### config.mk
export PLATFORM = sky130hd
export DESIGN_NAME = mul_sequencer
export DESIGN_NICKNAME = d
export VERILOG_FILES = /design/src/rtl/alu_pkg.sv /design/src/rtl/mul_sequencer.sv
export SDC_FILE = /design/constraint.sdc
export NUM_CORES = 1
export LEC_CHECK = 0
export ABC_AREA = 1
export CAP_MARGIN = 20
export CORE_MARGIN = 4
export CORE_UTILIZATION = 46
export CTS_BUF_LIST = sky130_fd_sc_hd__clkbuf_16
export CTS_CLUSTER_DIAMETER = 40
export DETAILED_ROUTE_END_ITERATION = 10
export MAX_ROUTING_LAYER = met4
export PLACE_DENSITY = 0.87
export SLEW_MARGIN = 25
export SYNTH_ARGS = -nofsm -noshare
export SYNTH_HDL_FRONTEND = slang
export SYNTH_SLANG_ARGS = --single-unit
### constraint.sdc
create_clock -name clk -period 4.65 [get_ports clk]
set_clock_uncertainty 0.2 [all_clocks]
set_input_delay 1.395 -clock clk [delete_from_list [all_inputs] [get_ports clk]]
set_output_delay 1.395 -clock clk [all_outputs]
set_load 0.02 [all_outputs]
### src/rtl/alu_pkg.sv
// Shared ALU opcodes, multiply-sequencer state encoding and NZCV bit positions.
package alu_pkg;

    localparam logic [3:0] ALU_ADD  = 4'b0000;
    localparam logic [3:0] ALU_SUB  = 4'b0001;
    localparam logic [3:0] ALU_ADDS = 4'b0010;
    localparam logic [3:0] ALU_SUBS = 4'b0011;
    localparam logic [3:0] ALU_CMP  = 4'b0100;
    localparam logic [3:0] ALU_AND  = 4'b0111;
    localparam logic [3:0] ALU_OR   = 4'b1000;
    localparam logic [3:0] ALU_XOR  = 4'b1001;
    localparam logic [3:0] ALU_MVN  = 4'b1010;

    typedef enum logic [1:0] {
        IDLE = 2'd0,
        RUN  = 2'd1,
        DONE = 2'd2
    } seq_state_e;

    localparam int unsigned NZCV_N = 3;
    localparam int unsigned NZCV_Z = 2;
    localparam int unsigned NZCV_C = 1;
    localparam int unsigned NZCV_V = 0;

endpackage

### src/rtl/mul_sequencer.sv
// Multi-cycle MUL/MLA controller: shift-add multiply using the shared external ALU as adder.
module mul_sequencer
    import alu_pkg::*;
#(
    parameter int unsigned WIDTH      = 32,
    parameter bit          EARLY_TERM = 1'b1
) (
    input  logic             clk,
    input  logic             rst_n,
    input  logic             start_valid,
    output logic             start_ready,
    input  logic [WIDTH-1:0] op_rm,
    input  logic [WIDTH-1:0] op_rs,
    input  logic [WIDTH-1:0] op_rn,
    input  logic             accumulate,
    input  logic             set_flags,
    output logic [WIDTH-1:0] alu_a,
    output logic [WIDTH-1:0] alu_b,
    output logic [3:0]       alu_control,
    input  logic [WIDTH-1:0] alu_result,
    output logic             done_valid,
    input  logic             done_ready,
    output logic [WIDTH-1:0] result,
    output logic [3:0]       nzcv,
    output logic             nzcv_we,
    output logic             busy
);

    localparam int unsigned CNT_W = (WIDTH > 1) ? $clog2(WIDTH) : 1;

    seq_state_e       state_q, state_d;
    logic [WIDTH-1:0] acc_q, acc_d;
    logic [WIDTH-1:0] mcand_q, mcand_d;
    logic [WIDTH-1:0] mplier_q, mplier_d;
    logic [CNT_W-1:0] count_q, count_d;
    logic             flg_q, flg_d;

    // State and datapath registers
    always_ff @(posedge clk or negedge rst_n) begin
        if (!rst_n) begin
            state_q  <= IDLE;
            acc_q    <= '0;
            mcand_q  <= '0;
            mplier_q <= '0;
            count_q  <= '0;
            flg_q    <= 1'b0;
        end else begin
            state_q  <= state_d;
            acc_q    <= acc_d;
            mcand_q  <= mcand_d;
            mplier_q <= mplier_d;
            count_q  <= count_d;
            flg_q    <= flg_d;
        end
    end

    // Next-state, datapath update and handshake decode
    always_comb begin
        state_d     = state_q;
        acc_d       = acc_q;
        mcand_d     = mcand_q;
        mplier_d    = mplier_q;
        count_d     = count_q;
        flg_d       = flg_q;
        start_ready = 1'b0;
        done_valid  = 1'b0;
        alu_a       = '0;
        alu_b       = '0;

        case (state_q)
            IDLE: begin
                start_ready = 1'b1;
                if (start_valid) begin
                    acc_d    = accumulate ? op_rn : '0;
                    mcand_d  = op_rm;
                    mplier_d = op_rs;
                    flg_d    = set_flags;
                    count_d  = '0;
                    state_d  = RUN;
                end
            end
            RUN: begin
                alu_a    = acc_q;
                alu_b    = mplier_q[0] ? mcand_q : '0;
                acc_d    = alu_result;
                mcand_d  = mcand_q << 1;
                mplier_d = mplier_q >> 1;
                count_d  = count_q + CNT_W'(1);
                // Early exit once no set multiplier bits remain above the current one
                if ((count_q == CNT_W'(WIDTH - 1)) ||
                    (EARLY_TERM && ((mplier_q >> 1) == '0))) begin
                    state_d = DONE;
                end
            end
            DONE: begin
                done_valid = 1'b1;
                if (done_ready) begin
                    state_d = IDLE;
                end
            end
            default: begin
                state_d = IDLE;
            end
        endcase
    end

    // Result and flags are only presented while DONE so they read zero otherwise
    always_comb begin
        result = '0;
        nzcv   = '0;
        if (state_q == DONE) begin
            result         = acc_q;
            nzcv[NZCV_N]   = acc_q[WIDTH-1];
            nzcv[NZCV_Z]   = (acc_q == '0);
        end
    end

    assign nzcv_we     = done_valid & flg_q;
    assign busy        = (state_q != IDLE);
    assign alu_control = ALU_ADD;

endmodule

==> results of run 1 <==
-- worst max-delay path, stage by stage (launching register included) --
cell and delay, ns:
dfrtp_1 0.39, inv_1 0.09, nor2_1 0.30, inv_2 0.35, nor2_1 0.27, clkdlybuf4s50_1 0.65
-- metrics by stage --
step	std cells	utilization [%]	total power, mW	worst slack (ns)
floorplan	728	-	3.47	1.57
global placement	1055	68.1	4.49	0.944
detailed placement	1055	68.1	4.55	0.972
CTS	1071	70.6	5.28	0.605
global route	1071	70.6	5.66	0.548
finish	1071	70.6	5.25	0.673
-- kinds of logic (layout without fill, tap and decap cells) --
group | count (synthesis) | after routing | synth area share, %
flops | 104 | 104 | 47.1
fa+ha+maj | 2 | 2 | 0.453
xor+xnor | 1 | 1 | 0.159
simple gates | 375 | 375 | 28.4
buf+inv | 134 | 334 | 10.3
compound gates | 106 | 106 | 13.6
other cells | 1 | 6 | 0.0679
-- worst min-delay path by stage --
stage,startpoint,endpoint,depth (start not counted)
after detailed placement,mcand_q[10]$_DFFE_PN0P_,mcand_q[10]$_DFFE_PN0P_,2
after CTS,mcand_q[10]$_DFFE_PN0P_,mcand_q[10]$_DFFE_PN0P_,2
after global placement,mcand_q[8]$_DFFE_PN0P_,mcand_q[8]$_DFFE_PN0P_,2
after floorplan,mcand_q[10]$_DFFE_PN0P_,mcand_q[10]$_DFFE_PN0P_,2
after global routing,mcand_q[10]$_DFFE_PN0P_,mcand_q[10]$_DFFE_PN0P_,2
final,mcand_q[7]$_DFFE_PN0P_,mcand_q[7]$_DFFE_PN0P_,2
-- layer usage --
metal / routed length (um) / global-route usage, % / share of wire, % / vias to the layer above
met1: 7310 / 31.8 / 43 / 2675
li1: - / - / - / 2782
met5: 0 / - / 0 / -
met2: 8320 / 41.4 / 49 / 202
met3: 1150 / 4.81 / 6.7 / 20
met4: 291 / 6.30 / 1.7 / 0
-- power groups by stage --
stage | Sequential (mW) | Clock (mW) | Combinational [mW]
finish | 1.56 | 0.725 | 2.96
CTS | 1.56 | 0.737 | 2.99
floorplan | 1.50 | 0 | 1.96
global route | 1.61 | 0.781 | 3.27
global placement | 1.56 | 0 | 2.93
detailed placement | 1.57 | 0 | 2.98
-- area by class of cell --
cell class | instances | area, um2 | area share [%]
clock buffer | 9 | 225 | 2.76
clock inverter | 7 | 61.3 | 0.751
inverter | 73 | 275 | 3.37
multi-input combinational | 490 | 2380 | 29.2
sequential | 104 | 2600 | 31.9
tap | 143 | 179 | 2.19
timing repair buffer | 245 | 2440 | 29.9
-- cell usage after synthesis --
| cell | number | area, um2 |
|---|---|---|
| a21oi_1 | 2 | 10.0 |
| nand2_2 | 2 | 12.5 |
| a32o_1 | 1 | 10.0 |
| o22ai_1 | 1 | 6.26 |
| buf_6 | 3 | 33.8 |
| nand2_1 | 141 | 529 |
| inv_2 | 3 | 11.3 |
| buf_4 | 7 | 52.6 |
| a221oi_2 | 1 | 15.0 |
| buf_2 | 14 | 70.1 |
| buf_1 | 1 | 3.75 |
| o21ai_0 | 36 | 180 |
| inv_1 | 70 | 263 |
| dfrtp_1 | 104 | 2600 |
| nand4_1 | 5 | 31.3 |
| clkbuf_1 | 36 | 135 |
| nor2_4 | 1 | 11.3 |
| o211ai_1 | 33 | 248 |
| a22o_1 | 2 | 17.5 |
| nor4_1 | 4 | 25.0 |
| nand3_1 | 65 | 325 |
| nor3_1 | 32 | 160 |
| nor2_1 | 124 | 465 |
| a221oi_1 | 30 | 263 |
| xor2_1 | 1 | 8.76 |
| conb_1 | 1 | 3.75 |
| or2_2 | 1 | 6.26 |
| ha_1 | 2 | 25.0 |
-- registers in the layout, indices dropped and copies added, names as in the netlist --
register,count
state_q,2
acc_q,32
mcand_q,32
mplier_q,32
flg_q,1
count_q,5
==> out/metrics.csv, run 1 <==
stage;metric;value;unit
cells_and_area;final_common_cell;clkdlybuf4s50_1;
pwr;p_per_area;643;nW/um2
worst_hold_path;min_path_type;reg -> reg;
pwr;power_frac_clock;13.8;%
sta;relSlewSlack;41.9;%
floorplan;die-area;13800;um2
sta;hold_viol;0;
floorplan;core_area;11600;um2
pwr;leakage;3.64;nW
drt;vias_per_cell;5.30;
critical_path;cp.required;3.05;ns
floorplan;die-width;118;um
clock_tree;cts_htree_levels;3;
sta;holdWs;0.296;ns
sta;maxSlewViolCount;0;
drt;routedWlPerCell;15.9;um
clock_tree;ctsRootBufferMaster;clkbuf_16;
pwr;swShare;45.9;%
sta;tightest_slew;0.872;ns
drt;dr.first_iter.drc_count;395;
run_status;outcome;finished, final reports clean;
clock_tree;path_clk_slew;0.07;ns
clock_tree;numCtsBuffers;9;
sta;min_period;3.98;ns
sta;fmax;0.251;GHz
critical_path;arrival;2.38;ns
synth;ys_types;28;
global_routing;grt_overflow_total;0;
clock_tree;clockBufferDepth;2;
clock_tree;hold_buffers;0;
synth;netlist_area;5530;um2
critical_path;reg2reg_to;mplier_q[30]$_DFFE_PN0P_;
clock_tree;clk_latency;0.34;ns
cells_and_area;layout_common_cells;234 x clkdlybuf4s50_1, 140 x nand2_1, 124 x nor2_1;
sta;finalSetupTns;0;ns
cells_and_area;fin_area;8160;um2
synth;syn_inst;723;
drt;vias;5679;
floorplan;ioPinCount;242;
synth;ys_seq_area_share;47.1;%
cells_and_area;nNetsFinal;1059;
synth;avgSynthCellArea;7.64;um2
global_routing;grt_antenna_before_repair;0;
global_routing;grt_util_all_layers;24.9;%
pwr;p_switching;2.41;mW
global_routing;grt_pass1_wl;27800;um
clock_tree;cts_tree;built;
pwr;comb_power_share;56.5;%
sta;setup_viol;0;
placement;port_buffers;235;
cells_and_area;antenna-diode-count;0;
pwr;seqPwrFrac;29.7;%
critical_path;crit_path_max_fanout;34;
critical_path;startpoint;state_q[1]$_DFFE_PN0P_;
global_routing;grt_max_degree;102;
drt;drc_errors;0;
synth;synth-seq-cells;104;
clock_tree;ctsResizeCount;0;
placement;place.gp.congestion;0.847;
cells_and_area;fillers;957;
floorplan;start_util;47.8;%
flow_run;maxCapViolations;0;
critical_path;crit_end;result[28];
critical_path;cp-end-kind;output port;
drt;drtAntennaViolNets;0;
floorplan;die_h;118;um
cells_and_area;area_growth;47.7;%
clock_tree;cts_setup_buffers;0;
critical_path;rrSetupSlack;2.00;ns
global_routing;grt_pass1_vias;5527;
critical_path;reg2reg_depth;6;
cells_and_area;drive_gt1_share;3.88;%
drt;drtPass1Iterations;4;
pwr;vdd_drop_max;466;uV
drt;routed_wl;17100;um
floorplan;num_rows;39;
critical_path;cp-start-kind;flop;
sta;fin_crit_sh;85.5;%
pwr;internal_power;2.84;mW
sta;rsz0062_at_grt;no;
critical_path;critical_path_class;reg -> out;
critical_path;r2r_start;state_q[0]$_DFFE_PN0P_;
clock_tree;cts_sinks;104;
synth;ys.warnings.count;0;
placement;place_area;7870;um2
placement;place_hpwl;12400;um
No activity file was read; power rests on OpenSTA's default activity.
==> run 2, diff against run 1 <==
- PLACE_DENSITY: 0.87 -> 0.95
==> out/metrics.csv, run 2 (synthesis gave the netlist of run 1 again) <==
stage;metric;value;unit
global_routing;grt_util_all_layers;26.0;%
pwr;vdd_drop_max;390;uV
placement;place_hpwl;13100;um
run_status;outcome;finished, final reports clean;
pwr;p_total;5.30;mW
cells_and_area;fillers;893;
pwr;swShare;46.3;%
clock_tree;clk_latency;0.34;ns
global_routing;grt_overflow_total;0;
clock_tree;cts_sinks;104;
pwr;p_per_area;648;nW/um2
cells_and_area;layout_common_cells;234 x clkdlybuf4s50_1, 140 x nand2_1, 124 x nor2_1;
cells_and_area;top_regs;acc_q: 32 flops, mcand_q: 32 flops, mplier_q: 32 flops;
clock_tree;cts_setup_buffers;0;
floorplan;core_area;11600;um2
floorplan;die-width;118;um
pwr;p_switching;2.46;mW
placement;place.gp.congestion;0.885;
pwr;comb_power_share;56.5;%
global_routing;grt_antenna_before_repair;1;
worst_hold_path;worstHoldEndpoint;mcand_q[17]$_DFFE_PN0P_;
critical_path;arrival;2.55;ns
pwr;power_frac_clock;14.1;%
critical_path;crit_family;buffers and inverters;
drt;dr.first_iter.drc_count;370;
global_routing;grt_max_degree;70;
critical_path;r2r_start;state_q[1]$_DFFE_PN0P_;
floorplan;start_util;47.8;%
clock_tree;numCtsBuffers;9;
cells_and_area;drive_gt1_share;3.98;%
critical_path;crit_path_max_fanout;35;
pwr;seqPwrFrac;29.4;%
drt;vias;5830;
sta;min_period;4.15;ns
cells_and_area;final_core_util;70.7;%
sta;maxSlewViolCount;0;
pwr;leakage;3.65;nW
floorplan;num_rows;39;
drt;drtPass1Iterations;5;
critical_path;crit_buf_inv;3;
critical_path;max_stage_delay;0.64;ns
placement;port_buffers;235;
sta;fmax;0.241;GHz
sta;finalSetupTns;0;ns
flow_run;maxCapViolations;0;
clock_tree;ctsResizeCount;0;
worst_hold_path;min_from;mcand_q[17]$_DFFE_PN0P_;
cells_and_area;nNetsFinal;1061;
critical_path;cp-start-kind;flop;
floorplan;die-area;13800;um2
drt;routed_wl;17700;um
critical_path;critical_path_class;reg -> out;
sta;rsz0062_at_grt;no;
sta;relSlewSlack;40.2;%
critical_path;crit_chain;inv_1 > nand2_4 > inv_2 > nand2_1 > nor2_1 > clkdlybuf4s50_1;
floorplan;die_h;118;um
sta;hold_viol;0;
clock_tree;cts_tree;built;
floorplan;ioPinCount;242;
critical_path;cp.required;3.05;ns
sta;tightest_slew;0.896;ns
critical_path;rrSetupSlack;2.19;ns
clock_tree;ctsRootBufferMaster;clkbuf_16;
clock_tree;hold_buffers;0;
critical_path;cp-end-kind;output port;
drt;drtAntennaViolNets;0;
global_routing;grt_pass1_wl;29100;um
critical_path;reg2reg_to;mplier_q[17]$_DFFE_PN0P_;
drt;drc_errors;0;
clock_tree;path_clk_slew;0.08;ns
cells_and_area;final_common_cell;clkdlybuf4s50_1;
sta;setup_viol;0;
worst_hold_path;min_path_type;reg -> reg;
clock_tree;clockBufferDepth;2;
worst_hold_path;holdPathStages;2;
cells_and_area;area_growth;48.1;%
drt;routedWlPerCell;16.5;um
clock_tree;cts_htree_levels;3;
drt;vias_per_cell;5.43;
critical_path;reg2reg_depth;5;
pwr;internal_power;2.85;mW
sta;fin_crit_sh;89.2;%
global_routing;grt_pass1_vias;5780;
critical_path;slowest_stage;clkdlybuf4s50_1;
## run 2: worst min-delay path: cells and delay by family, from the launching register on
kind / cells / cell delay (ns)
simple gates: 2 / 0.10
flops: 1 / 0.35
## run 2: how the worst max path moves through the flow
stage,startpoint,end,slack [ns],cells after the start
2_1_floorplan,state_q[1]$_DFFE_PN0P_,result[31],1.57,5
5_1_grt,state_q[1]$_DFFE_PN0P_,alu_b[9],0.28,6
3_3_place_gp,state_q[1]$_DFFE_PN0P_,alu_b[30],0.94,6
4_1_cts,state_q[1]$_DFFE_PN0P_,alu_b[9],0.48,6
6_report,state_q[1]$_DFFE_PN0P_,alu_b[9],0.50,6
3_5_place_dp,state_q[1]$_DFFE_PN0P_,alu_b[9],0.88,6
## run 2: stage by stage
stage          setup slack [ns]  cell area [um2]  cells  hold WS, ns
2_1_floorplan              1.57             5540    728        0.252
3_3_place_gp              0.937             7880   1057        0.271
3_5_place_dp              0.876             7880   1057        0.271
4_1_cts                   0.485             8180   1073        0.290
5_1_grt                   0.281             8180   1074        0.317
6_report                  0.504             8180   1074        0.289
## run 2: routing by layer
metal	vias up	track usage, %	wire (um)	part of all wire, %
met5	-	-	0	0
met4	0	8.79	590	3.3
met3	43	6.68	1440	8.1
met2	288	42.3	8530	48
met1	2723	31.9	7140	40
li1	2776	-	-	-
## run 2: area by class of cell
class / instances / area (um2) / share of cell area, %
diodes: 1 / 2.50 / 0.0306
clock buffers: 9 / 225 / 2.75
clock inverters: 7 / 76.3 / 0.933
inverters: 73 / 275 / 3.36
multi-input cells: 490 / 2380 / 29.1
flip-flops and latches: 104 / 2600 / 31.8
well taps: 143 / 179 / 2.19
repair buffers: 247 / 2440 / 29.8
## run 2: power groups by stage
stage / combinational (mW) / sequential, mW / clock (mW)
final: 3.00 / 1.56 / 0.745
after global routing: 3.31 / 1.61 / 0.804
after CTS: 3.02 / 1.56 / 0.766
after detailed placement: 3.01 / 1.57 / 0
after global placement: 2.93 / 1.56 / 0
after floorplan: 1.96 / 1.50 / 0
==> run 3, diff against run 2 <==
- REMOVE_ABC_BUFFERS: default -> 1
==> out/metrics.csv, run 3 (synthesis gave the netlist of run 1 again) <==
stage;metric;value;unit
global_routing;grt_antenna_before_repair;1;
pwr;internal_power;2.82;mW
floorplan;ioPinCount;242;
floorplan;die-width;118;um
sta;setup_slack;0.514;ns
clock_tree;hold_buffers;0;
sta;fin_crit_sh;88.9;%
clock_tree;cts_htree_levels;3;
clock_tree;clk_latency;0.35;ns
global_routing;grt_overflow_total;0;
clock_tree;ctsRootBufferMaster;clkbuf_16;
critical_path;reg2reg_depth;6;
worst_hold_path;holdPathStages;2;
global_routing;grt_max_degree;88;
cells_and_area;area_growth;47.5;%
cells_and_area;top_regs;acc_q: 32 flops, mcand_q: 32 flops, mplier_q: 32 flops;
drt;routedWlPerCell;16.4;um
sta;tightest_slew;0.878;ns
critical_path;slowest_stage;clkdlybuf4s50_1;
cells_and_area;final_common_cell;clkdlybuf4s50_1;
clock_tree;clockBufferDepth;2;
floorplan;num_rows;39;
pwr;swShare;46.2;%
cells_and_area;drive_gt1_share;3.88;%
pwr;comb_power_share;56.6;%
critical_path;crit_path_max_fanout;37;
drt;vias;5737;
critical_path;crit_chain;inv_1 > nand2_4 > inv_2 > nand2_1 > nor2_1 > clkdlybuf4s50_1;
global_routing;grt_util_all_layers;26.0;%
sta;min_period;4.14;ns
drt;dr.first_iter.drc_count;447;
worst_hold_path;worstHoldEndpoint;mcand_q[16]$_DFFE_PN0P_;
sta;relSlewSlack;41.4;%
pwr;vdd_drop_max;370;uV
sta;maxSlewViolCount;0;
floorplan;core_area;11600;um2
sta;hold_viol;0;
clock_tree;path_clk_slew;0.07;ns
run_status;outcome;finished, final reports clean;
floorplan;start_util;47.8;%
critical_path;max_stage_delay;0.63;ns
placement;place_hpwl;12600;um
critical_path;r2r_start;state_q[0]$_DFFE_PN0P_;
sta;fmax;0.242;GHz
drt;vias_per_cell;5.35;
sta;setup_viol;0;
critical_path;rrSetupSlack;1.97;ns
clock_tree;cts_tree;built;
cells_and_area;nNetsFinal;1060;
pwr;leakage;3.63;nW
placement;port_buffers;235;
critical_path;cp-end-kind;output port;
critical_path;arrival;2.54;ns
flow_run;maxCapViolations;0;
pwr;power_frac_clock;13.5;%
cells_and_area;fillers;885;
global_routing;grt_pass1_wl;28700;um
cells_and_area;layout_common_cells;234 x clkdlybuf4s50_1, 140 x nand2_1, 124 x nor2_1;
floorplan;die_h;118;um
pwr;p_switching;2.43;mW
drt;drc_errors;0;
pwr;p_per_area;644;nW/um2
clock_tree;cts_setup_buffers;0;
clock_tree;cts_sinks;104;
cells_and_area;fin_area;8150;um2
placement;pre_cts_ws;0.856;ns
pwr;seqPwrFrac;29.9;%
clock_tree;ctsResizeCount;0;
worst_hold_path;min_path_type;reg -> reg;
critical_path;reg2reg_to;mplier_q[1]$_DFFE_PN0P_;
drt;drtPass1Iterations;8;
floorplan;die-area;13800;um2
worst_hold_path;min_from;mcand_q[16]$_DFFE_PN0P_;
placement;place_area;7870;um2
drt;routed_wl;17600;um
drt;drtAntennaViolNets;0;
critical_path;critical_path_class;reg -> out;
clock_tree;numCtsBuffers;9;
critical_path;cp-start-kind;flop;
sta;rsz0062_at_grt;no;
placement;place.gp.congestion;0.863;
critical_path;cp.required;3.05;ns
global_routing;grt_pass1_vias;5636;
run 3: power by group through the flow:
stage / clock network (mW) / logic, mW / registers (mW)
after floorplan: 0 / 1.81 / 1.51
after global placement: 0 / 2.91 / 1.57
after detailed placement: 0 / 2.98 / 1.58
after CTS: 0.721 / 2.99 / 1.57
after global routing: 0.759 / 3.29 / 1.61
final: 0.707 / 2.97 / 1.57
run 3: how the worst max path moves through the flow:
| stage | startpoint | to |
|---|---|---|
| final | state_q[1]$_DFFE_PN0P_ | alu_b[1] |
| after floorplan | state_q[1]$_DFFE_PN0P_ | alu_b[0] |
| after global placement | state_q[1]$_DFFE_PN0P_ | alu_b[25] |
| after detailed placement | state_q[1]$_DFFE_PN0P_ | alu_b[1] |
| after global routing | state_q[1]$_DFFE_PN0P_ | alu_b[22] |
| after CTS | state_q[1]$_DFFE_PN0P_ | alu_b[1] |
run 3: critical path: cells and delay by family (launching register included):
family	cells	cell delay (ns)
and+or+nand+nor	3	0.51
DFF	1	0.40
buffers and inverters	3	1.28
run 3: metal layers:
| layer | part of all wire [%] | vias up | GRT usage [%] |
|---|---|---|---|
| met3 | 8.9 | 32 | 6.87 |
| li1 | - | 2783 | - |
| met4 | 2.4 | 0 | 8.35 |
| met5 | 0 | - | - |
| met1 | 41 | 2676 | 32.1 |
| met2 | 48 | 246 | 41.9 |
run 3: area by class of cell:
| class | instances | area, um2 | area share (%) |
|---|---|---|---|
| antenna | 1 | 2.50 | 0.0307 |
| clock buffer | 9 | 225 | 2.76 |
| clock inverter | 7 | 50.0 | 0.614 |
| inverter | 73 | 275 | 3.38 |
| multi-input combinational | 490 | 2380 | 29.2 |
| sequential | 104 | 2600 | 31.9 |
| tap | 143 | 179 | 2.20 |
| timing repair buffer | 246 | 2440 | 29.9 |
run 3: metrics by stage:
step                utilization, %  hold slack, ns  power, mW  setup TNS [ns]  instances
floorplan                        -           0.252       3.32          -17.24        667
global placement              68.0           0.270       4.48               0       1056
detailed placement            68.1           0.273       4.55               0       1056
CTS                           70.4           0.290       5.28               0       1072
global route                  70.5           0.307       5.66               0       1073
finish                        70.5           0.287       5.25               0       1073
